[config.mk]
export PLATFORM = sky130hd
export DESIGN_NAME = mul_control
export DESIGN_NICKNAME = d
export VERILOG_FILES = /design/src/rtl/mul_control.sv
export SDC_FILE = /design/constraint.sdc
export NUM_CORES = 1
export LEC_CHECK = 0
export BUFFER_PORTS_ARGS = -buffer_cell sky130_fd_sc_hd__buf_2
export CAP_MARGIN = 10
export CORE_MARGIN = 2
export CORE_UTILIZATION = 40
export CTS_CLUSTER_DIAMETER = 120
export DETAILED_ROUTE_END_ITERATION = 7
export GPL_TIMING_DRIVEN = 0
export PLACE_DENSITY_LB_ADDON = 0.05
export SKIP_LAST_GASP = 1
export SYNTH_ARGS = -nofsm -noshare
export SYNTH_HDL_FRONTEND = slang
export SYNTH_SLANG_ARGS = --single-unit
[constraint.sdc]
create_clock -name clk -period 1.35 [get_ports clk]
set_input_delay 0 -clock clk [delete_from_list [all_inputs] [get_ports clk]]
set_output_delay 0 -clock clk [all_outputs]
set_load 0.01 [all_outputs]
[src/rtl/mul_control.sv]
// mul_control: shift-add multiplier sequencer (load / add / shift pulses).
// Optional abort input enabled by defining MUL_CTRL_ABORT_EN.
module mul_control #(
  parameter int WIDTH = 32,
  parameter int CNT_W = 6
) (
  input  logic             clk,
  input  logic             rst,
  input  logic             run,
  input  logic             lsb,
`ifdef MUL_CTRL_ABORT_EN
  input  logic             abort,
`endif
  output logic             wrctrl,
  output logic             strctrl,
  output logic             shrctrl,
  output logic             ready,
  output logic             busy,
  output logic [CNT_W-1:0] count
);

  typedef enum logic [2:0] {
    IDLE,
    LOAD,
    TEST,
    ADD,
    SHIFT,
    DONE
  } state_t;

  localparam logic [CNT_W-1:0] LAST = CNT_W'(WIDTH - 1);

  state_t           state_q, state_d;
  logic [CNT_W-1:0] count_q, count_d;

  always_ff @(posedge clk or negedge rst) begin
    if (!rst) begin
      state_q <= IDLE;
      count_q <= '0;
    end else begin
      state_q <= state_d;
      count_q <= count_d;
    end
  end

  always_comb begin
    state_d = state_q;
    count_d = count_q;
    unique case (state_q)
      IDLE: begin
        if (run) state_d = LOAD;
      end
      LOAD: begin
        count_d = '0;
        state_d = TEST;
      end
      TEST: begin
        state_d = lsb ? ADD : SHIFT;
      end
      ADD: begin
        state_d = SHIFT;
      end
      SHIFT: begin
        count_d = count_q + CNT_W'(1);
        state_d = (count_q == LAST) ? DONE : TEST;
      end
      DONE: begin
        if (run) state_d = LOAD;
      end
      default: begin
        state_d = IDLE;
        count_d = '0;
      end
    endcase
`ifdef MUL_CTRL_ABORT_EN
    // abort overrides any transition while the sequence is active
    if (abort && busy) begin
      state_d = IDLE;
      count_d = '0;
    end
`endif
  end

  assign wrctrl  = (state_q == LOAD);
  assign strctrl = (state_q == ADD);
  assign shrctrl = (state_q == SHIFT);
  assign ready   = (state_q == DONE);
  assign busy    = (state_q == LOAD) ||
                   (state_q == TEST) ||
                   (state_q == ADD)  ||
                   (state_q == SHIFT);
  assign count   = count_q;

endmodule

[Word-level counts from Yosys, hierarchy flattened]
Cells that the tools add are included.
Storage, ports and cells
  flip-flop bits (word level): 9
  input port bits: 4
  logic and storage cells: 21
Cells by class
  $add $sub $neg: 1
  equal/unequal tests: 7
  mux-type cells: 5
  reduce and logical (&&, ||, !) cells: 6
Operators by type and width (count)
  case mux 3 bit (5 select lines): 1
  case mux 6 bit (2 select lines): 1
  2-to-1 mux 3 bit: 3
  adder 6 x 1 -> 6 bit (second input constant): 1
  == test 3 x 2 -> 1 bit (second input constant): 2
  == test 3 bit (second input constant): 2
  == test 6 x 5 -> 1 bit (second input constant): 1
  OR reduction 4 bit: 1
  == test 3 x 1 -> 1 bit (second input constant): 1
  zero test 3 bit: 1
  logical OR 1 bit: 3
  != test 2 x 1 -> 1 bit (second input constant): 1
  OR reduction 2 bit: 1

[Depth between registers and ports, before layout]
Gate-level depths: netlist (run 1).
  depth after elaboration: 4
  gate-level depth with buffers: 5
  mapped depth without buffers: 5

[Worst setup path after synthesis (run 1)]
No wires, ideal clock.
  path type: reg-to-reg
  start: reg count_q[0] (netlist: count[0])
  end: reg state_q[1]
  setup time: 0.137 ns
  data arrival time: 1.284 ns
  setup slack: -0.071 ns
  cell stages (with the launch flop): 6
  period minus slack after synthesis: 1.421 ns
  cells stage by stage: dfrtp_1 -> ha_1 -> nand3_1 -> nor3b_1 -> o22a_1 -> o22ai_1
Between the ends
  word-level cells in the longest chain between the ends: 3
Ends and longest elaborated chain
  from (decl): line 34  | logic [CNT_W-1:0] count_q, count_d;
  from (signal assigned): line 42  | count_q <= count_d;
  == test 6 x 5 -> 1 bit: line 65  | state_d = (count_q == LAST) ? DONE : TEST;
  2-to-1 mux 3 bit: line 65
  case mux 3 bit (5 select lines): line 49  | unique case (state_q)
  to (signal assigned): line 41  | state_q <= state_d;
  to (decl): line 33  | state_t state_q, state_d;
Every way passes these cells.
A chain may end at the register's enable or synchronous reset.

[Worst setup path in the final report (run 1)]
  start: reg count_q[0] (netlist: count[0])
  end: reg count_q[5] (netlist: count[5])
Between the ends
  word-level cells in the longest chain between the ends: 2
Ends and longest elaborated chain
  adder 6 x 1 -> 6 bit: line 64  | count_d = count_q + CNT_W'(1);
  case mux 6 bit (2 select lines): line 49
Every way passes these cells.

==> results of run 1 <==
worst paths after layout:
path / to / slack, ps
setup / recovery: count[5] / 60
hold / removal: state_q[0] / 100
setup reg to reg: count[5] / 60
hold reg to reg: count[4] / 630
max in group asynchronous: count[1] / 1020
min in group asynchronous: count[5] / 120
flip-flops by register name (all words and copies together) (netlist names):
signal   flops
state_q      3
count        6
metrics by stage:
| stage | util | setup slack (ps) |
|---|---|---|
| 6_report | 0.602 | 58.8 |
| 3_3_place_gp | 0.507 | -136 |
| 5_1_grt | 0.602 | -9.78 |
| 4_1_cts | 0.567 | 14.6 |
| 3_5_place_dp | 0.507 | -106 |
| 2_1_floorplan | - | 12.0 |
repair_timing:
item,in CTS,in global routing
hold buffers,2,0
hold endpoints to repair,10,0
pin swaps,2,4
resized for setup,5,9
gates cloned,0,0
setup buffers,3,1
setup endpoints to repair,6,6
critical path, cell delays in order (launching register included):
cell and delay [ps]:
dfrtp_1 420, buf_4 150, nand3_2 100, or4_1 420
a31oi_1 130
cell usage in the layout (no fill, tap or decap), types with 2 or more instances in the layout:
| cell | n |
|---|---|
| nor3_1 | 2 |
| and3_1 | 3 |
| a21oi_1 | 7 |
| dfrtp_1 | 8 |
| dlygate4sd3_1 | 2 |
| nor2_1 | 6 |
| buf_4 | 3 |
| a2bb2oi_1 | 2 |
| o21ai_0 | 4 |
| nand2_1 | 3 |
| clkbuf_4 | 4 |
| o31ai_1 | 2 |
| buf_2 | 16 |
| nand2b_1 | 3 |
| a31oi_1 | 2 |
| o2bb2ai_1 | 2 |
cells by family (layout without fill, tap and decap cells):
| family | after synthesis | after routing |
|---|---|---|
| adder cells (fa/ha/maj) | 1 | 1 |
| AO/OA/AOI/OAI | 25 | 25 |
| XOR/XNOR | 1 | 1 |
| AND/OR/NAND/NOR | 25 | 25 |
| flip-flops | 9 | 9 |
| multiplexers | 1 | 1 |
| buffers and inverters | 6 | 29 |
cell type report:
class | count | area (sq um) | share of cell area
multi-input combinational | 53 | 372 | 0.468
tap | 15 | 18.8 | 0.0237
inverter | 2 | 7.51 | 0.00946
sequential | 9 | 226 | 0.285
timing repair buffer | 20 | 124 | 0.156
clock buffer | 3 | 22.5 | 0.0284
clock inverter | 1 | 5.00 | 0.00631
buffer | 3 | 17.5 | 0.0221
per-layer routing:
| layer | GRT usage | up-vias |
|---|---|---|
| met5 | 0 | - |
| met4 | 0.0774 | 0 |
| met3 | 0.0261 | 4 |
| met2 | 0.253 | 19 |
| met1 | 0.233 | 276 |
| li1 | - | 304 |
power breakdown:
part	internal [W]	total, W	switching (W)
sequential	0.000388	0.000586	0.000198
combinational	0.000470	0.000989	0.000518
clock	0.000110	0.000216	0.000107
total	0.000968	0.00179	0.000823
cell usage after synthesis, types with 2 or more instances:
cell,instances
dfrtp_1,9
a21oi_1,7
nor2_1,6
o21ai_0,5
and3_1,3
clkbuf_1,3
nand2_1,3
nand2b_1,3
nor3_1,3
a2bb2oi_1,2
a31oi_1,2
nand3_1,2
o2bb2ai_1,2
o31ai_1,2
==> reports/metrics.cfg, run 1 <==
[run_status]
status=complete, no violations

[sta]
fin_hold_ws_ps=100
timing.fmax_mhz=774
slew_headroom=0.815
hold_viol_final=0
fin_crit_sh=0.956
setup_viol=0
tns_ps=0
fin_skew_ps=0.806
period_minus_slack_ps=1290
tightest_slew_ps=277
slew_violations=0

[synthesis]
synthAdderAreaFrac=0.0218
syn_area_per_cell_sq_um=8.45
synth_top_family_by_area=compound AO/OA/AOI/OAI gates
synth_enable_flop_cells=0
synth.distinct_cells=30
yosysSeqAreaShare=0.392
synthSimpleGateAreaFrac=0.231
syn-instance-count=68
ys_warn_count=0
yosysTopAreaCell=dfrtp_1
syn_area_sq_um=574
synth-seq-cells=9
yosys-top-cells-area=dfrtp_1 (39%), a21oi_1 (6.1%), o21ai_0 (4.4%), nor2_1 (3.9%), and3_1 (3.3%)
synth_top_cell_area_share=0.392
synthFlopType=dfrtp_1
synth_xor_xnor_area_share=0.0153
async_flop_share=1.00
syn_nets=73
muxShareOfSynthArea=0.0174
synth-compound-area-share=0.281

[floorplan]
num_rows=13
die_y_microns=41.9
die_area_sq_um=1750
core-area_sq_um=1320
num_io_pins=15
start_util=0.436
die_x_microns=41.9

[setup_path]
crit_start=count[0]
r2r-start=count[0]
setup.worst_path.end_class=register
required_ps=1540
crit_fanout=4
crit_path_start_kind=register
path_class=register to register
worstPathArrival_ps=1480
r2r_cells=4

[hold_path]
min-delay-path-class=input port to register
whs_path_depth=3
hp-start=run

[pwr]
p_per_area_nw_per_um2=2260
p_total_w=0.00179
cellLeakagePower_nw=0.363
peakVddDrop_mv=1.24

[detailed_routing]
drc=0
m1WireLength_microns=731
drt_wl_total_mm=1.50
first_pass_iters=4
antenna_left=0
top_layer=met4
vias=603
wl_per_cell_microns=14.2
routed-wl-met3_microns=62
met2_length_microns=690
vias_per_cell=5.69
drt_iter0_drc=10

[placement]
gp_congestion=0.741
dpl_cell_area_sq_um=668
place_hpwl_microns=932
numPortBuffers=14
dp.cells=97

[layout]
diodes=0
layout.cell_area.non_filler_sq_um=793
instances_no_fill=106
fillers=127
area_growth_pct=38.1
nets=97
drive_above_1_share=0.352

[cts]
cts_tree=built
htreeDepth=1
clock_sinks=9
root_buffer=clkbuf_4
clk_pin_slew_ps=70
insertion_delay_ps=270
cts_buffer_depth=2
cts_made_buffers=3

[global_routing]
track_usage=0.168
grt_pass1_vias=531
grt_max_degree=11
antenna_found_initial=0
gr-total-overflow=0
grt_pass1_wl_mm=2.28

[flow_run]
drv_cap=0

No activity file was read; power rests on OpenSTA's default activity.
==> run 2, diff against run 1 <==
- GPL_TIMING_DRIVEN: 0 -> default
- MAX_ROUTING_LAYER: default -> met4
==> run 2 against run 1 <==
Clock skew hardly changed. Sequential share of layout area decreased by 1.3 points. Sequential cell count is the same. Power rose by 4.2%. Core utilization rose by 2.9 points. Global-route usage increased by 0.93 points. Cell area up 4.9%. Register-to-register slack got worse by 30 ps. First-iteration DRC count up 30%. Fmax is 2.2% lower. Non-clock buffer count up 9. Worst hold slack gained 1.2 ps.
==> reports/metrics.cfg, run 2 (synthesis gave the netlist of run 1 again) <==
[run_status]
status=complete, no violations  ; unchanged

[layout]
seq_area_sq_um=226  ; unchanged
nets=106  ; was 97
final_core_util=0.632  ; was 0.602
diodes=0  ; unchanged
area_growth_pct=44.9  ; was 38.1%
instances_no_fill=115  ; was 106
final_common_cell=buf_4  ; was buf_2
multi_input_area_sq_um=343  ; was 372 sq um
final_cell_mix=buf_4 (16), buf_2 (14), dfrtp_1 (8)  ; was buf_2 (16), dfrtp_1 (8), a21oi_1 (7)
drive_above_1_share=0.390  ; was 0.352
largest_reg_flops=6  ; unchanged
fillers=126  ; was 127

[sta]
fin_hold_ws_ps=101  ; was 100 ps
fin_ws_ps=30.2  ; was 58.8 ps
setup_viol=0  ; unchanged
rsz0062_at_grt=true
slew_violations=0  ; unchanged
fin_crit_sh=0.978  ; was 0.956
tns_ps=0  ; unchanged
timing.fmax_mhz=758  ; was 774 MHz
slew_headroom=0.819  ; was 0.815
period_minus_slack_ps=1320  ; was 1290 ps
fin_skew_ps=0.878  ; was 0.806 ps
hold_viol_final=0  ; unchanged
tightest_slew_ps=270  ; was 277 ps

[detailed_routing]
drt_iter0_drc=13  ; was 10
drc=0  ; unchanged
antenna_left=0  ; unchanged
vias=612  ; was 603
wl_per_cell_microns=13.0  ; was 14.2 microns
first_pass_iters=3  ; was 4
vias_per_cell=5.32  ; was 5.69
drt_wl_total_mm=1.49  ; was 1.50 mm

[setup_path]
setup.worst_path.end_class=register  ; unchanged
r2r_end=count[4]  ; was count[5]
crit_path_start_kind=register  ; unchanged
cp_slowest_cell=dfrtp_1  ; unchanged
crit_fanout=3  ; was 4
r2r_cells=6  ; was 4
crit_buf_inv=1  ; unchanged
path_cells=ha_2 -> nand3_1 -> buf_4 -> nor3_2 -> a21oi_1 -> o31ai_1  ; was buf_4 -> nand3_2 -> or4_1 -> a31oi_1
r2r-start=count[1]  ; was count[0]
required_ps=1510  ; was 1540 ps
path_delay_family=flip-flops  ; was simple AND/OR/NAND/NOR gates
regToRegSetupSlack_ps=30  ; was 60 ps
cpPeakStageDelay_ps=390  ; was 420 ps
path_class=register to register  ; unchanged
worstPathArrival_ps=1480  ; about the same

[global_routing]
antenna_found_initial=0  ; unchanged
grt_pass1_vias=513  ; was 531
grt_pass1_wl_mm=2.24  ; was 2.28 mm
track_usage=0.177  ; was 0.168
gr-total-overflow=0  ; unchanged
grt_max_degree=10  ; was 11

[hold_path]
min-delay-path-class=input port to register  ; unchanged
whs_path_depth=3  ; unchanged
hp-start=run  ; unchanged
min_to=state_q[0]  ; unchanged

[flow_run]
drv_cap=0  ; unchanged

[cts]
root_buffer=clkbuf_4  ; unchanged
clock_sinks=9  ; unchanged
insertion_delay_ps=260  ; was 270 ps
htreeDepth=1  ; unchanged
cts_tree=built  ; unchanged
cts_buffer_depth=2  ; unchanged
clk_pin_slew_ps=60  ; was 70 ps
cts_made_buffers=3  ; unchanged

[floorplan]
die_area_sq_um=1750  ; unchanged
die_y_microns=41.9  ; unchanged
core-area_sq_um=1320  ; unchanged
die_x_microns=41.9  ; unchanged
num_io_pins=15  ; unchanged
start_util=0.436  ; unchanged
num_rows=13  ; unchanged

[pwr]
cellLeakagePower_nw=0.389  ; was 0.363 nW
peakVddDrop_mv=1.35  ; was 1.24 mV
p_per_area_nw_per_um2=2240  ; was 2260 nW/um^2

[placement]
place_hpwl_mm=1.06  ; was 932 microns
dp.cells=106  ; was 97
gp_congestion=0.754  ; was 0.741
numPortBuffers=14  ; unchanged
preCtsSetupSlack_ps=53.3  ; was -106 ps

run 2: worst max path at each step:
| stage | startpoint | to | slack [ps] | cells past startpoint |
|---|---|---|---|---|
| finish | count[1] | count[4] | 30 | 6 |
| global route | count[1] | count[4] | -60 | 6 |
| CTS | count[1] | count[4] | 30 | 6 |
| floorplan | count[0] | state_q[1] | 10 | 5 |
| global placement | count[0] | count[2] | 70 | 5 |
| detailed placement | count[1] | count[4] | 50 | 6 |
run 2: cell type report:
type / count / share of cell area
Tap cell: 15 / 0.0226
Sequential cell: 9 / 0.272
Multi-Input combinational cell: 53 / 0.412
Clock buffer: 4 / 0.0316
Inverter: 2 / 0.00902
Timing Repair Buffer: 32 / 0.253
run 2: metrics by stage:
stage | area, sq um | power, W
6_report | 832 | 0.00187
5_1_grt | 832 | 0.00202
4_1_cts | 796 | 0.00179
3_5_place_dp | 749 | 0.00157
3_3_place_gp | 749 | 0.00157
2_1_floorplan | 579 | 0.00114
run 2: power by group:
part	internal, W	switching (W)	leakage [nW]
logic	0.000561	0.000543	0.261
clock network	0.000114	0.0000975	0.0150
registers	0.000389	0.000161	0.113
run 2: what timing repair did:
action	in CTS	in global routing
setup buffers	0	3
hold buffers	2	0
hold endpoints to repair	10	0
endpoints found under the setup margin	0	9
gates resized for setup	0	6
run 2: per-layer routing:
layer | track usage | up-vias | wire (microns)
met2 | 0.263 | 12 | 664
met3 | 0.0783 | 2 | 64
met4 | 0.0387 | 0 | 10
met1 | 0.223 | 282 | 750
li1 | - | 316 | -
met5 | - | - | 0
run 2: worst reg2reg max path, stage by stage, from the launching register on:
cell     delay [ps]
dfrtp_1         390
ha_2            200
nand3_1         110
buf_4           160
nor3_2           90
a21oi_1          60
o31ai_1         220
==> run 3, diff against run 2 <==
- PLACE_DENSITY: default -> 0.69
- PLACE_DENSITY_LB_ADDON: 0.05 -> default
==> run 3 against run 2 <==
Power fell by 4.1%. Critical path type unchanged. Combinational power shrank 9.9%. Global-route usage shrank 1.2 points. Critical path depth shrank 1. Highest routed layer unchanged. Worst hold slack got worse by 6.9 ps. Clock skew rose by 1.2 ps. Routed wire length fell by 7.5%. Cell area down 4.2%.
==> reports/metrics.cfg, run 3 (synthesis gave the netlist of run 1 again) <==
[global_routing]
track_usage=0.165  ; was 0.177
grt_max_degree=10  ; unchanged
antenna_found_initial=0  ; unchanged
grt_pass1_vias=521  ; was 513
gr-total-overflow=0  ; unchanged
grt_pass1_wl_mm=2.19  ; was 2.24 mm

[cts]
cts_made_buffers=3  ; unchanged
cts_tree=built  ; unchanged
clock_sinks=9  ; unchanged
clk_pin_slew_ps=70  ; was 60 ps
cts_buffer_depth=2  ; unchanged
cts_setup_buffers=0  ; unchanged
htreeDepth=1  ; unchanged
insertion_delay_ps=260  ; about the same
root_buffer=clkbuf_4  ; unchanged

[sta]
period_minus_slack_ps=1310  ; was 1320 ps
setup_viol=0  ; unchanged
slew_headroom=0.799  ; was 0.819
fin_skew_ps=2.06  ; was 0.878 ps
tightest_slew_ps=300  ; was 270 ps
fin_ws_ps=39.5  ; was 30.2 ps
fin_hold_ws_ps=94.3  ; was 101 ps
slew_violations=0  ; unchanged
fin_crit_sh=0.971  ; was 0.978
hold_viol_final=0  ; unchanged
timing.fmax_mhz=763  ; was 758 MHz
rsz0062_at_grt=true  ; unchanged

[floorplan]
die_y_microns=41.9  ; unchanged
num_rows=13  ; unchanged
die_area_sq_um=1750  ; unchanged
core-area_sq_um=1320  ; unchanged
die_x_microns=41.9  ; unchanged
num_io_pins=15  ; unchanged
start_util=0.436  ; unchanged

[detailed_routing]
drc=0  ; unchanged
first_pass_iters=4  ; was 3
antenna_left=0  ; unchanged
drt_iter0_drc=15  ; was 13
vias=599  ; was 612
drt_wl_total_mm=1.38  ; was 1.49 mm
wl_per_cell_microns=12.5  ; was 13.0 microns
vias_per_cell=5.45  ; was 5.32

[layout]
area_growth_pct=38.8  ; was 44.9%
largest_reg_flops=6  ; unchanged
final_common_cell=buf_2  ; was buf_4
multi_input_area_sq_um=344  ; was 343 sq um
final_core_util=0.605  ; was 0.632
fillers=122  ; was 126
drive_above_1_share=0.358  ; was 0.390
diodes=0  ; unchanged
seq_area_sq_um=228  ; was 226 sq um
final_cell_mix=buf_2 (14), buf_4 (11), a21oi_1 (7), dfrtp_1 (7), nor2_1 (6)  ; was buf_4 (16), buf_2 (14), dfrtp_1 (8)
nets=101  ; was 106

[setup_path]
regToRegSetupSlack_ps=40  ; was 30 ps
setup.worst_path.end_class=register  ; unchanged
path_cells=ha_2 -> nand3_2 -> nor3b_4 -> o22a_1 -> o22ai_1  ; was ha_2 -> nand3_1 -> buf_4 -> nor3_2 -> a21oi_1 -> o31ai_1
required_ps=1490  ; was 1510 ps
path_class=register to register  ; unchanged
worstPathArrival_ps=1450  ; was 1480 ps
crit_path_start_kind=register  ; unchanged
crit_fanout=4  ; was 3
cp_slowest_cell=dfrtp_1  ; unchanged
cpPeakStageDelay_ps=390  ; about the same

[pwr]
cellLeakagePower_nw=0.375  ; was 0.389 nW
peakVddDrop_mv=1.21  ; was 1.35 mV
p_per_area_nw_per_um2=2250  ; was 2240 nW/um^2
p_total_w=0.00179  ; was 0.00187 W

[placement]
place_hpwl_microns=998  ; was 1.06 mm
preCtsSetupSlack_ps=32.6  ; was 53.3 ps
gp_congestion=0.795  ; was 0.754
numPortBuffers=14  ; unchanged

[run_status]
status=complete, no violations  ; unchanged

[flow_run]
drv_cap=0  ; unchanged

[hold_path]
min-delay-path-class=input port to register  ; unchanged

[run 3: worst paths after layout]
| kind | start | endpoint | depth (start not counted) |
|---|---|---|---|
| worst max-delay path | count[1] | state_q[1] | 5 |
| worst min-delay path | run | state_q[0] | 3 |
| worst max register to register | count[1] | state_q[1] | 5 |
| worst min register to register | state_q[0] | count[1] | 1 |
| max in group asynchronous | rst | state_q[0] | 2 |
| min in group asynchronous | rst | count[2] | 2 |
[run 3: through the flow]
step	setup TNS (ps)	instances	cell area (sq um)
after floorplan	0	68	579
after global placement	0	104	734
after detailed placement	0	104	734
after CTS	0	110	781
after global routing	-23.9	110	797
final	0	110	797
[run 3: power breakdown]
group / switching (W) / internal [W]
Combinational: 0.000477 / 0.000514
Sequential: 0.000195 / 0.000392
Clock: 0.0000979 / 0.000114
Total: 0.000770 / 0.00102
[run 3: layout make-up]
cell class | count | area share
Inverter | 2 | 0.00942
Timing Repair Buffer | 27 | 0.217
Tap cell | 15 | 0.0235
Sequential cell | 9 | 0.286
Clock buffer | 4 | 0.0330
Multi-Input combinational cell | 53 | 0.432
[run 3: critical path, delay by kind of cell (launching register included)]
| family | cells | cell delay (ps) |
|---|---|---|
| AOI/OAI and AO/OA | 2 | 220 |
| DFF | 1 | 390 |
| adders and majority gates | 1 | 210 |
| and+or+nand+nor | 2 | 360 |
[run 3: metal layers]
layer,part of all wire,vias to the layer above,GRT usage,wire length [microns]
met3,0.052,2,0.0261,71
met2,0.48,14,0.275,662
met5,0,-,-,0
met4,0.0080,0,0.0774,11
li1,-,309,-,-
met1,0.46,274,0.193,632
[run 3: repair_timing]
action,CTS,global route
endpoints found under the setup margin,0,5
resized for setup,0,6
hold buffers,2,0
endpoints found under the hold margin,10,0
